===== src/rtl/op_issuer.sv =====
// rtl/op_issuer.sv - host-side op-word issuer: writes scalar/meta, polls OP_ADDR, returns status
module op_issuer #(
  parameter int ADDR_WIDTH    = 10,
  parameter int DATA_WIDTH    = 32,
  parameter int OP_ADDR       = 0,
  parameter int SCALAR_ADDR   = 1,
  parameter int POLL_GAP      = 4,
  parameter int TIMEOUT_POLLS = 1024
) (
  input  logic                  clock,
  input  logic                  reset,
  input  logic                  cmd_valid,
  output logic                  cmd_ready,
  input  logic [DATA_WIDTH-1:0] cmd_meta,
  input  logic [DATA_WIDTH-1:0] cmd_scalar,
  output logic                  resp_valid,
  input  logic                  resp_ready,
  output logic [1:0]            resp_status,
  output logic [31:0]           resp_cycles,
  output logic                  busy,
  output logic                  mem_read,
  output logic                  mem_write,
  output logic [ADDR_WIDTH-1:0] mem_address,
  output logic [DATA_WIDTH-1:0] mem_writedata,
  input  logic [DATA_WIDTH-1:0] mem_readdata
);

  // op_code lives in the low nibble of the meta word
  localparam logic [3:0] OPC_MAT_ADD      = 4'h1;
  localparam logic [3:0] OPC_MAT_SCAL_MUL = 4'h2;
  localparam logic [3:0] OPC_MAT_SCAL_DIV = 4'h3;
  localparam logic [3:0] OPC_MAT_SCAL_ADD = 4'h4;
  localparam logic [3:0] OPC_MAT_SCAL_INV = 4'h5;

  localparam logic [1:0] ST_OK      = 2'd0;
  localparam logic [1:0] ST_TIMEOUT = 2'd1;
  localparam logic [1:0] ST_BADOP   = 2'd2;

  localparam int GW = $clog2(POLL_GAP + 1);
  localparam logic [GW-1:0]         GAP_LOAD = GW'(POLL_GAP);
  localparam logic [31:0]           POLL_LIM = 32'(TIMEOUT_POLLS);
  localparam logic [ADDR_WIDTH-1:0] A_OP     = ADDR_WIDTH'(OP_ADDR);
  localparam logic [ADDR_WIDTH-1:0] A_SCALAR = ADDR_WIDTH'(SCALAR_ADDR);

  typedef enum logic [2:0] {
    S_IDLE,
    S_WR_SCALAR,
    S_WR_OP,
    S_GAP,
    S_POLL_RD,
    S_POLL_CHK,
    S_RESP
  } state_t;

  state_t                state;
  logic [DATA_WIDTH-1:0] meta_q;
  logic [DATA_WIDTH-1:0] scalar_q;
  logic [GW-1:0]         gap_cnt;
  logic [31:0]           poll_cnt;
  logic [31:0]           cycles_q;
  logic [3:0]            cmd_op;
  logic                  is_scalar_op;
  logic                  is_add_op;
  logic                  accept;

  assign cmd_op       = cmd_meta[3:0];
  assign is_scalar_op = (cmd_op == OPC_MAT_SCAL_MUL) || (cmd_op == OPC_MAT_SCAL_DIV) ||
                        (cmd_op == OPC_MAT_SCAL_ADD) || (cmd_op == OPC_MAT_SCAL_INV);
  assign is_add_op    = (cmd_op == OPC_MAT_ADD);
  assign accept       = cmd_valid && cmd_ready;
  assign resp_cycles  = cycles_q;

  function automatic logic [31:0] sat_inc(input logic [31:0] v);
    return (v == 32'hFFFF_FFFF) ? v : v + 32'd1;
  endfunction

  // Outputs are registered: each branch sets the strobes that belong to the state being entered.
  always_ff @(posedge clock or negedge reset) begin
    if (!reset) begin
      state         <= S_IDLE;
      meta_q        <= '0;
      scalar_q      <= '0;
      gap_cnt       <= '0;
      poll_cnt      <= '0;
      cycles_q      <= '0;
      cmd_ready     <= 1'b0;
      busy          <= 1'b0;
      resp_valid    <= 1'b0;
      resp_status   <= ST_OK;
      mem_read      <= 1'b0;
      mem_write     <= 1'b0;
      mem_address   <= '0;
      mem_writedata <= '0;
    end else begin
      mem_read      <= 1'b0;
      mem_write     <= 1'b0;
      mem_address   <= '0;
      mem_writedata <= '0;
      case (state)
        S_IDLE: begin
          cmd_ready <= 1'b1;
          busy      <= 1'b0;
          if (accept) begin
            meta_q    <= cmd_meta;
            scalar_q  <= cmd_scalar;
            poll_cnt  <= '0;
            cycles_q  <= '0;
            cmd_ready <= 1'b0;
            busy      <= 1'b1;
            if (is_scalar_op) begin
              state         <= S_WR_SCALAR;
              mem_write     <= 1'b1;
              mem_address   <= A_SCALAR;
              mem_writedata <= cmd_scalar;
            end else if (is_add_op) begin
              state         <= S_WR_OP;
              mem_write     <= 1'b1;
              mem_address   <= A_OP;
              mem_writedata <= cmd_meta;
            end else begin
              state       <= S_RESP;
              resp_valid  <= 1'b1;
              resp_status <= ST_BADOP;
            end
          end
        end
        S_WR_SCALAR: begin
          state         <= S_WR_OP;
          mem_write     <= 1'b1;
          mem_address   <= A_OP;
          mem_writedata <= meta_q;
        end
        S_WR_OP: begin
          cycles_q <= sat_inc(cycles_q);
          gap_cnt  <= GAP_LOAD;
          state    <= S_GAP;
        end
        S_GAP: begin
          cycles_q <= sat_inc(cycles_q);
          gap_cnt  <= gap_cnt - GW'(1);
          if (gap_cnt == GW'(1)) begin
            state       <= S_POLL_RD;
            mem_read    <= 1'b1;
            mem_address <= A_OP;
          end
        end
        S_POLL_RD: begin
          cycles_q <= sat_inc(cycles_q);
          poll_cnt <= poll_cnt + 32'd1;
          state    <= S_POLL_CHK;
        end
        S_POLL_CHK: begin
          cycles_q <= sat_inc(cycles_q);
          if (mem_readdata == '0) begin
            state       <= S_RESP;
            resp_valid  <= 1'b1;
            resp_status <= ST_OK;
          end else if ((POLL_LIM != 32'd0) && (poll_cnt == POLL_LIM)) begin
            // op word is left in place; recovery belongs to the host
            state       <= S_RESP;
            resp_valid  <= 1'b1;
            resp_status <= ST_TIMEOUT;
          end else begin
            gap_cnt <= GAP_LOAD;
            state   <= S_GAP;
          end
        end
        S_RESP: begin
          if (resp_ready) begin
            state      <= S_IDLE;
            resp_valid <= 1'b0;
            cmd_ready  <= 1'b1;
            busy       <= 1'b0;
          end
        end
        default: begin
          state      <= S_IDLE;
          resp_valid <= 1'b0;
          cmd_ready  <= 1'b0;
          busy       <= 1'b0;
        end
      endcase
    end
  end

endmodule


===== config.mk =====
export PLATFORM = sky130hd
export DESIGN_NAME = op_issuer
export DESIGN_NICKNAME = d
export VERILOG_FILES = /design/src/rtl/op_issuer.sv
export SDC_FILE = /design/constraint.sdc
export NUM_CORES = 1
export LEC_CHECK = 0
export ABC_AREA = 1
export BUFFER_PORTS_ARGS = -buffer_cell sky130_fd_sc_hd__buf_4
export CORE_MARGIN = 10
export CORE_UTILIZATION = 57
export CTS_BUF_LIST = sky130_fd_sc_hd__clkbuf_8
export DETAILED_ROUTE_END_ITERATION = 6
export PLACE_DENSITY = 0.85
export SYNTH_ARGS = -nofsm -noshare
export SYNTH_HDL_FRONTEND = slang
export SYNTH_SLANG_ARGS = --single-unit

===== constraint.sdc =====
create_clock -name clock -period 2.3 [get_ports clock]
set_input_delay 0 -clock clock [delete_from_list [all_inputs] [get_ports clock]]
set_output_delay 0 -clock clock [all_outputs]
set_load 0.02 [all_outputs]

=== Word level (Yosys, flattened, before mapping) ===
Cells that the tools add are included.

* Add/sub/neg operators: 3
* Equality and inequality tests: 23
* Muxes and demuxes: 46
* Bitwise logic cells: 2
* Reductions and logical operators: 21

{| class="wikitable"
|+ Operators by type and width
! operator !! count
|-
| $pmux 32 s2 || 3
|-
| $mux 32 || 5
|-
| $add 32x1->32 const B || 2
|-
| $eq 32x11->1 const B || 1
|-
| $eq 32x32->1 const B || 1
|-
| $logic_not 32->1 || 1
|-
| $mux 3 || 9
|-
| $pmux 3 s7 || 1
|-
| $mux 1 || 17
|-
| $ne 2x2->1 const B || 8
|-
| $mux 2 || 5
|-
| $eq 3x3->1 const B || 3
|-
| $pmux 3 s3 || 1
|-
| $reduce_and 3->1 || 3
|-
| $eq 4x2->1 const B || 2
|-
| $eq 4x3->1 const B || 2
|-
| $reduce_or 4->1 || 2
|-
| $eq 3x1->1 const B || 2
|-
| $eq 3x2->1 const B || 2
|-
| $pmux 1 s3 || 2
|-
| $reduce_and 2->1 || 3
|-
| $reduce_and 6->1 || 1
|-
| $reduce_bool 2->1 || 3
|-
| $reduce_and 5->1 || 1
|-
| 12 further kinds || 15
|}

* Register bits: 151
* Input port bits: 100
* Output and inout bits: 81
* Logic and storage cells: 108

=== Depth between registers and ports, before layout ===
Gate-level depths: netlist (run 1).

* Depth in word-level cells: 7
* Mapped depth: 13
* Gate-level depth less buffers: 12

=== Least setup slack after synthesis (run 1) ===
OpenSTA, ideal clock, no wires.

* Kind: register to register
* Start point: reg state[1]
* End point: reg cycles_q[30], in the netlist resp_cycles[30]
* Setup time: 0.117 ns
* Arrival time: 1.804 ns
* Required time: 2.183 ns
* Setup slack: 0.378 ns
* Stages on the path, launching flop included: 14
* Path buffers: 4
* Period minus slack after synthesis: 1.922 ns
* Path through: dfrtp_1 buf_2 inv_1 ha_1 buf_2 nand3_1 nor3b_1 nand3_1 nand2_1 buf_6 inv_6 buf_8 nand3_1 nand2_1

* Word-level cells in the longest chain between the ends: 4
* Elaborated cells on any way between the ends: 11
* Classes of those cells: 6 x eq/ne; 1 x mux; 4 x reduce/logical

{| class="wikitable"
|+ Ends and longest elaborated chain
! what !! RTL line !! text
|-
| from (decl) || 55 || <nowiki>state_t state;</nowiki>
|-
| from (signal assigned) || 80 || <nowiki>state <= S_IDLE;</nowiki>
|-
| from (signal assigned) || 111 || <nowiki>state <= S_WR_SCALAR;</nowiki>
|-
| from (signal assigned) || 116 || <nowiki>state <= S_WR_OP;</nowiki>
|-
| $eq 3x3->1 / $eq 3x2->1 (equally long branches) || 99 || <nowiki>case (state)</nowiki>
|-
| $reduce_or 4->1 (no line) || - ||
|-
| $ne 2x2->1 (no line) / $reduce_bool 2->1 (equally long branches) || - ||
|-
| $reduce_and 3->1 (no line) || - ||
|-
| to (signal assigned) || 134 || <nowiki>cycles_q <= sat_inc(cycles_q);</nowiki>
|-
| to (signal assigned) || 139 || <nowiki>cycles_q <= sat_inc(cycles_q);</nowiki>
|-
| to (signal assigned) || 148 || <nowiki>cycles_q <= sat_inc(cycles_q);</nowiki>
|-
| to (decl) || 60 || <nowiki>logic [31:0] cycles_q;</nowiki>
|}

Parallel ways exist; a longest one is shown, timed or not.
A chain may end at the register's enable or synchronous reset.

=== Worst setup path after layout (run 1) ===
* Start point: reg state[1]
* End point: reg cycles_q[4], in the netlist resp_cycles[4]

The elaborated chain is that of the path after synthesis.

==> run metrics, run 1 <==
minimum clock period 2.17 ns; number of iterations in the first detailed-routing pass 6; proportion of synthesized area in mux cells 0.00123; initial drt markers 1006; Comb pwr share 0.386; number of antenna violations at the first check in global routing 4; series of cell instances along the critical path inv_1, ha_1, buf_4, clkinv_1, nor2_1, nand2_1, o21ai_2; number of input and output port buffers inserted 171; pin slew with the least headroom to its limit 0.721 ns; flop and latch count out of synthesis 142; TritonCTS clock tree done; total count of hold-check failures in the final report 0; fraction of the mapped netlist area in compound gates 0.145; unrepaired setup endpoints after global routing no; number of buffers created by CTS 17; critical path type reg -> reg; ys flop type sky130_fd_sc_hd__dfrtp_1; Placer Congestion 0.995; io pins 181; portion of the post-synthesis area used by sequential elements 0.438; design internal power 5.35 mW; Setup-failing EPs final 0; cell with the largest stage delay on the worst path sky130_fd_sc_hd__dfrtp_1; Critical Path Start Type flip-flop; critical path fanouts, max 24; maximum achievable frequency 460 MHz; arrival time of the worst setup path 2.56 ns; DR vias/cell 5.60; Synth-to-Final Area Change 31.0%; Yosys top cell by area sky130_fd_sc_hd__dfrtp_1; Critical Path End Type flip-flop; total DRC errors in the routed layout 0; xor and xnor area share after synthesis 0.0140; Fin Clk Skew 0.0111 ns; worst endpoint required time 2.69 ns; final critical-path share of the clock period 0.945; worst ir drop on vdd 534 uV; clock-pin slew of the registers on the worst-case setup and hold paths 0.08 ns; sequential cell area 3550 sq um; routed via count 8690; Post-Synthesis Cells 1125; root cell of the clock tree sky130_fd_sc_hd__clkbuf_8; insertion delay to the later sink of the worst-skew pair 0.47 ns; detailed-route wire length 27000 microns; main combinational cell family by area after synthesis simple AND/OR/NAND/NOR gates; area taken by multi-input logic gates 3800 sq um; simple-gate share of the synthesized area 0.292; initial cell density of the core 0.582; Core Area 13900 sq um; total gr overflow 0; top-area cell type share of the netlist area 0.438; die footprint 19400 sq um; Vert. Die Dim 139 microns; fraction of layout cells with a size suffix above 1 0.178; delay of the slowest cell on the worst path 0.53 ns; Final Max Slew Viols 0; CTS HTree Levels 4; aggregate negative setup slack 0 ns; Clock Sink Count 142; average wire length per cell after detail routing 17.4 microns; leading cell types by total area after synthesis sky130_fd_sc_hd__dfrtp_1, sky130_fd_sc_hd__nand2_1, sky130_fd_sc_hd__o21ai_0; via count of the first global-routing pass 8642; leakage power total 5.22 nW; cell area after technology mapping 8110 sq um; Worst Hold Class in -> reg; Max Root-Sink Buffers 2; Total GRT Usage 0.270; first-pass GRT wire length 43200 microns; Mean Syn Cell Area 7.21 sq um; number of synthesis warnings 0; switching portion of total power 0.416; number of flops mapped to enable cells by yosys 0; hold buffer count at CTS 66; number of fillers in the final layout 993; buffer count from post-CTS setup fixing 0; switching power total 3.82 mW; post-synthesis cell type count 41; Max-Slew Margin vs Limit 0.519; die boundary width 139 microns; power share of the sequential group 0.382; status completed; detailed placer's ending HPWL 17200 microns; largest net degree at the start of global routing 77; number of nets in the layout 1464; power share of the clock group 0.232; number of violations of the max-capacitance limit 0; overall power consumption 9.17 mW; Cell Rows 43; number of nets still failing antenna checks after routing 0; arithmetic-cell share of the synthesized area counting full adders, half adders and majority gates 0.0108; power density over the cells 863 nW/um^2; number of gates resized after CTS 0; Async SR Flop Fraction 1.00
## cells in the mapped netlist (all sizes together) (7+ instances only)
cell / number
o21ai: 118
nand2: 313
nor2: 133
ha: 7
dfrtp: 142
clkbuf: 21
a21o: 11
nor3: 17
nand4: 14
nand3: 79
a21oi: 42
buf: 27
o211ai: 29
inv: 138
xor2: 12
## cell usage in the layout, fill, tap and decap left out, drive strengths merged, types with 17 or more instances in the layout
cell type / instances
inv: 139
clkbuf: 20
o211ai: 29
buf: 187
a21oi: 42
dfrtp: 142
o21ai: 118
nand2: 313
dlygate4sd3: 66
nor2: 133
nor3: 17
nand3: 79
## power groups by stage
stage | registers [mW] | logic, mW | clock network [mW]
finish | 3.51 | 3.54 | 2.12
global route | 3.56 | 3.89 | 2.24
CTS | 3.46 | 3.40 | 2.12
detailed placement | 3.50 | 3.30 | 0
global placement | 3.49 | 3.21 | 0
floorplan | 3.59 | 2.24 | 0
## critical path: cells and delay by family (launching register included)
family                   cells  cell delay (ns)
AO/OA/AOI/OAI                1             0.08
adder cells (fa/ha/maj)      1             0.37
buffers and inverters        3             0.71
flip-flops                   1             0.53
AND/OR/NAND/NOR              2             0.41
## flip-flops by register name, indices dropped and copies added, names as in the netlist
signal,count
mem_write,1
resp_status,2
busy,1
state,3
mem_read,1
mem_writedata,32
cmd_ready,1
resp_cycles,32
resp_valid,1
poll_cnt,32
meta_q,32
gap_cnt,3
mem_address,1
## per-layer routing
| layer | track usage | part of all wire |
|---|---|---|
| met5 | 0 | 0 |
| met4 | 0.136 | 0.049 |
| met3 | 0.0830 | 0.086 |
| met2 | 0.457 | 0.50 |
| met1 | 0.300 | 0.37 |
## logic make-up (layout without fill, tap and decap cells)
group / after synthesis / after routing
adders and majority gates: 7 / 7
buffers and inverters: 187 / 423
xor gates and xnor gates: 13 / 13
other: 1 / 13
muxes: 1 / 1
DFF: 142 / 142
AOI/OAI and AO/OA: 208 / 208
and+or+nand+nor: 566 / 566
## area by class of cell
| cell class | count | area share |
|---|---|---|
| flip-flops and latches | 142 | 0.334 |
| diodes | 4 | 0.000942 |
| multi-input cells | 804 | 0.358 |
| repair buffers | 253 | 0.197 |
| clock buffers | 20 | 0.0259 |
| inverters | 139 | 0.0496 |
| clock inverters | 11 | 0.0133 |
| well taps | 180 | 0.0212 |
## through the flow
stage	utilization	hold slack, ns	cells	worst slack [ns]	area, sq um
2_1_floorplan	-	-0.296	1133	0.378	8140
3_3_place_gp	0.684	0.0761	1452	0.299	9540
3_5_place_dp	0.684	0.0798	1452	0.201	9540
4_1_cts	0.762	0.000410	1549	0.184	10600
5_1_grt	0.762	0.0451	1553	0.00749	10600
6_report	0.762	0.0196	1553	0.126	10600
## final timing paths
check	startpoint	endpoint	slack, ns	cells past startpoint
worst min-delay path	mem_readdata[29]	resp_status[0]$_DFFE_PN0P_	0.02	7
worst min register to register	resp_status[1]$_DFFE_PN0P_	resp_status[1]$_DFFE_PN0P_	0.47	2
max in group asynchronous	reset	meta_q[8]$_DFFE_PN0P_	1.42	3
worst max register to register	state[1]$_DFFE_PN0P_	resp_cycles[4]$_DFFE_PN0P_	0.13	7
min in group asynchronous	reset	gap_cnt[2]$_DFFE_PN0P_	0.13	2
worst max-delay path	state[1]$_DFFE_PN0P_	resp_cycles[4]$_DFFE_PN0P_	0.13	7
Note: power is estimated with default switching activity, not from simulation.
==> run 2, diff against run 1 <==
- CORE_UTILIZATION: 57 -> 55
- CTS_BUF_LIST: sky130_fd_sc_hd__clkbuf_8 -> default
- PLACE_DENSITY: 0.85 -> 0.83
==> run metrics, run 2 (synthesized netlist as in run 1, its figures left out) <==
total gr overflow 0 (unchanged); buffer count from post-CTS setup fixing 0 (unchanged); Fin Clk Skew 0.00858 ns (was 0.0111 ns); Critical Path Start Type flip-flop (unchanged); insertion delay to the later sink of the worst-skew pair 0.43 ns (was 0.47 ns); delay of the slowest cell on the worst path 0.44 ns (was 0.53 ns); worst slack on hold paths 0.0311 ns (was 0.0196 ns); root cell of the clock tree sky130_fd_sc_hd__clkbuf_16 (was sky130_fd_sc_hd__clkbuf_8); initial drt markers 682 (was 1006); CTS HTree Levels 4 (unchanged); Setup Slack @ Placement 0.182 ns (was 0.201 ns); worst ir drop on vdd 606 uV (was 534 uV); Worst Hold Class in -> reg (unchanged); number of buffers created by CTS 17 (unchanged); final critical-path share of the clock period 0.889 (was 0.945); power density over the cells 897 nW/um^2 (was 863 nW/um^2); number of nets still failing antenna checks after routing 0 (unchanged); status completed (unchanged); number of violations of the max-capacitance limit 0 (unchanged); Max Root-Sink Buffers 2 (unchanged); Placer Congestion 0.932 (was 0.995); clock-pin slew of the registers on the worst-case setup and hold paths 0.06 ns (was 0.08 ns); arrival time of the worst setup path 2.34 ns (was 2.56 ns); worst-case register-to-register setup slack 0.26 ns (was 0.13 ns); final core utilization 0.746 (was 0.762); Critical Path End Type flip-flop (unchanged); series of cell instances along the critical path ha_2, nand2_2, nor2_4, nand3_2, nor2_1, nand3_1, nand2_1, buf_4, o21ai_0 (was inv_1, ha_1, buf_4, clkinv_1, nor2_1, nand2_1, o21ai_2); top library cells by usage in the layout, fill and taps aside sky130_fd_sc_hd__nand2_1, sky130_fd_sc_hd__buf_4, sky130_fd_sc_hd__dfrtp_1, sky130_fd_sc_hd__inv_1, sky130_fd_sc_hd__nor2_1 (unchanged); number of nets in the layout 1468 (was 1464); total count of hold-check failures in the final report 0 (unchanged); Critical path buffers and inverters 1 (was 3); Cell Rows 44 (was 43); maximum achievable frequency 489 MHz (was 460 MHz); unrepaired setup endpoints after global routing no (unchanged); DR vias/cell 5.50 (was 5.60); total DRC errors in the routed layout 0 (unchanged); die footprint 20000 sq um (was 19400 sq um); cell family contributing the most delay on the critical path simple AND/OR/NAND/NOR gates (was buffers and inverters); first-pass GRT wire length 42300 microns (was 43200 microns); minimum clock period 2.04 ns (was 2.17 ns); Final Worst Setup Slack 0.256 ns (was 0.126 ns); worst endpoint required time 2.60 ns (was 2.69 ns); Setup-failing EPs final 0 (unchanged); cell with the largest stage delay on the worst path sky130_fd_sc_hd__dfrtp_1 (unchanged); number of iterations in the first detailed-routing pass 5 (was 6); Final Max Slew Viols 0 (unchanged); Max-Slew Margin vs Limit 0.475 (was 0.519); die boundary width 141 microns (was 139 microns); TritonCTS clock tree done (unchanged); Synth-to-Final Area Change 33.2% (was 31.0%); detailed-route wire length 26200 microns (was 27000 microns); routed via count 8580 (was 8690); most common cell after layout, fill and taps aside sky130_fd_sc_hd__nand2_1 (unchanged); leakage power total 5.31 nW (was 5.22 nW); via count of the first global-routing pass 8511 (was 8642); critical path type reg -> reg (unchanged); Clock Sink Count 142 (unchanged); largest net degree at the start of global routing 65 (was 77); Vert. Die Dim 141 microns (was 139 microns); initial cell density of the core 0.560 (was 0.582); critical path fanouts, max 26 (was 24); detailed placer's ending HPWL 17400 microns (was 17200 microns); number of antenna violations at the first check in global routing 2 (was 4); pin slew with the least headroom to its limit 0.787 ns (was 0.721 ns); io pins 181 (unchanged); average wire length per cell after detail routing 16.8 microns (was 17.4 microns); aggregate negative setup slack 0 ns (unchanged); fraction of layout cells with a size suffix above 1 0.180 (was 0.178); Core Area 14500 sq um (was 13900 sq um); number of input and output port buffers inserted 171 (unchanged); Total GRT Usage 0.259 (was 0.270)
## run 2: cell count changes in the layout (fill, tap and decap cells not counted), sizes merged
cell      change
buf           +4
clkinvlp      -2
bufinv        -2
diode         -1
clkbuf        +1
clkinv        +2
inv           +2
## run 2: worst register-to-register path, cell delays in order (launching register included)
cell                      delay [ns]
sky130_fd_sc_hd__dfrtp_1        0.44
sky130_fd_sc_hd__ha_2           0.32
sky130_fd_sc_hd__nand2_2        0.10
sky130_fd_sc_hd__nor2_4         0.21
sky130_fd_sc_hd__nand3_2        0.08
sky130_fd_sc_hd__nor2_1         0.09
sky130_fd_sc_hd__nand3_1        0.08
sky130_fd_sc_hd__nand2_1        0.18
sky130_fd_sc_hd__buf_4          0.28
sky130_fd_sc_hd__o21ai_0        0.14
## run 2: area by class of cell
| type | instances | area [sq um] |
|---|---|---|
| diodes | 3 | 7.51 |
| well taps | 184 | 230 |
| repair buffers | 257 | 2120 |
| flip-flops and latches | 142 | 3550 |
| fillers | 1048 | 3670 |
| multi-input cells | 804 | 3800 |
| clock inverters | 11 | 106 |
| inverters | 139 | 527 |
| clock buffers | 21 | 460 |
## run 2: final timing paths
path	start	to	depth (start not counted)
worst max-delay path	resp_cycles[0]$_DFFE_PN0P_	resp_cycles[29]$_DFFE_PN0P_	9
min in group asynchronous	reset	mem_read$_DFF_PN0_	2
worst min-delay path	mem_readdata[28]	resp_status[0]$_DFFE_PN0P_	7
worst max register to register	resp_cycles[0]$_DFFE_PN0P_	resp_cycles[29]$_DFFE_PN0P_	9
max in group asynchronous	reset	resp_cycles[8]$_DFFE_PN0P_	3
worst min register to register	meta_q[1]$_DFFE_PN0P_	meta_q[1]$_DFFE_PN0P_	2
## run 2: per-layer routing
layer | routed length [microns] | vias to the layer above | GRT usage
met1 | 9900 | 4015 | 0.291
met2 | 13200 | 383 | 0.440
met4 | 1220 | 0 | 0.136
met5 | 0 | - | 0
met3 | 1940 | 100 | 0.0711
li1 | - | 4082 | -
## run 2: metrics by stage
step           power [mW]  cell area [sq um]  cells
2_1_floorplan        5.83               8140   1133
3_3_place_gp         6.76               9570   1460
3_5_place_dp         6.83               9570   1460
4_1_cts              9.61              10800   1558
5_1_grt              10.3              10800   1560
6_report             9.69              10800   1561
## run 2: what timing repair did
| action | CTS | global route |
|---|---|---|
| hold buffers | 66 | 0 |
| endpoints found under the hold margin | 126 | 0 |
| endpoints found under the setup margin | 0 | 16 |
| resized for setup | 0 | 2 |
## run 2: report_power, final
part | switching, mW | internal, mW
combinational | 2.35 | 1.15
sequential | 0.430 | 3.08
clock | 1.13 | 1.56
total | 3.91 | 5.78
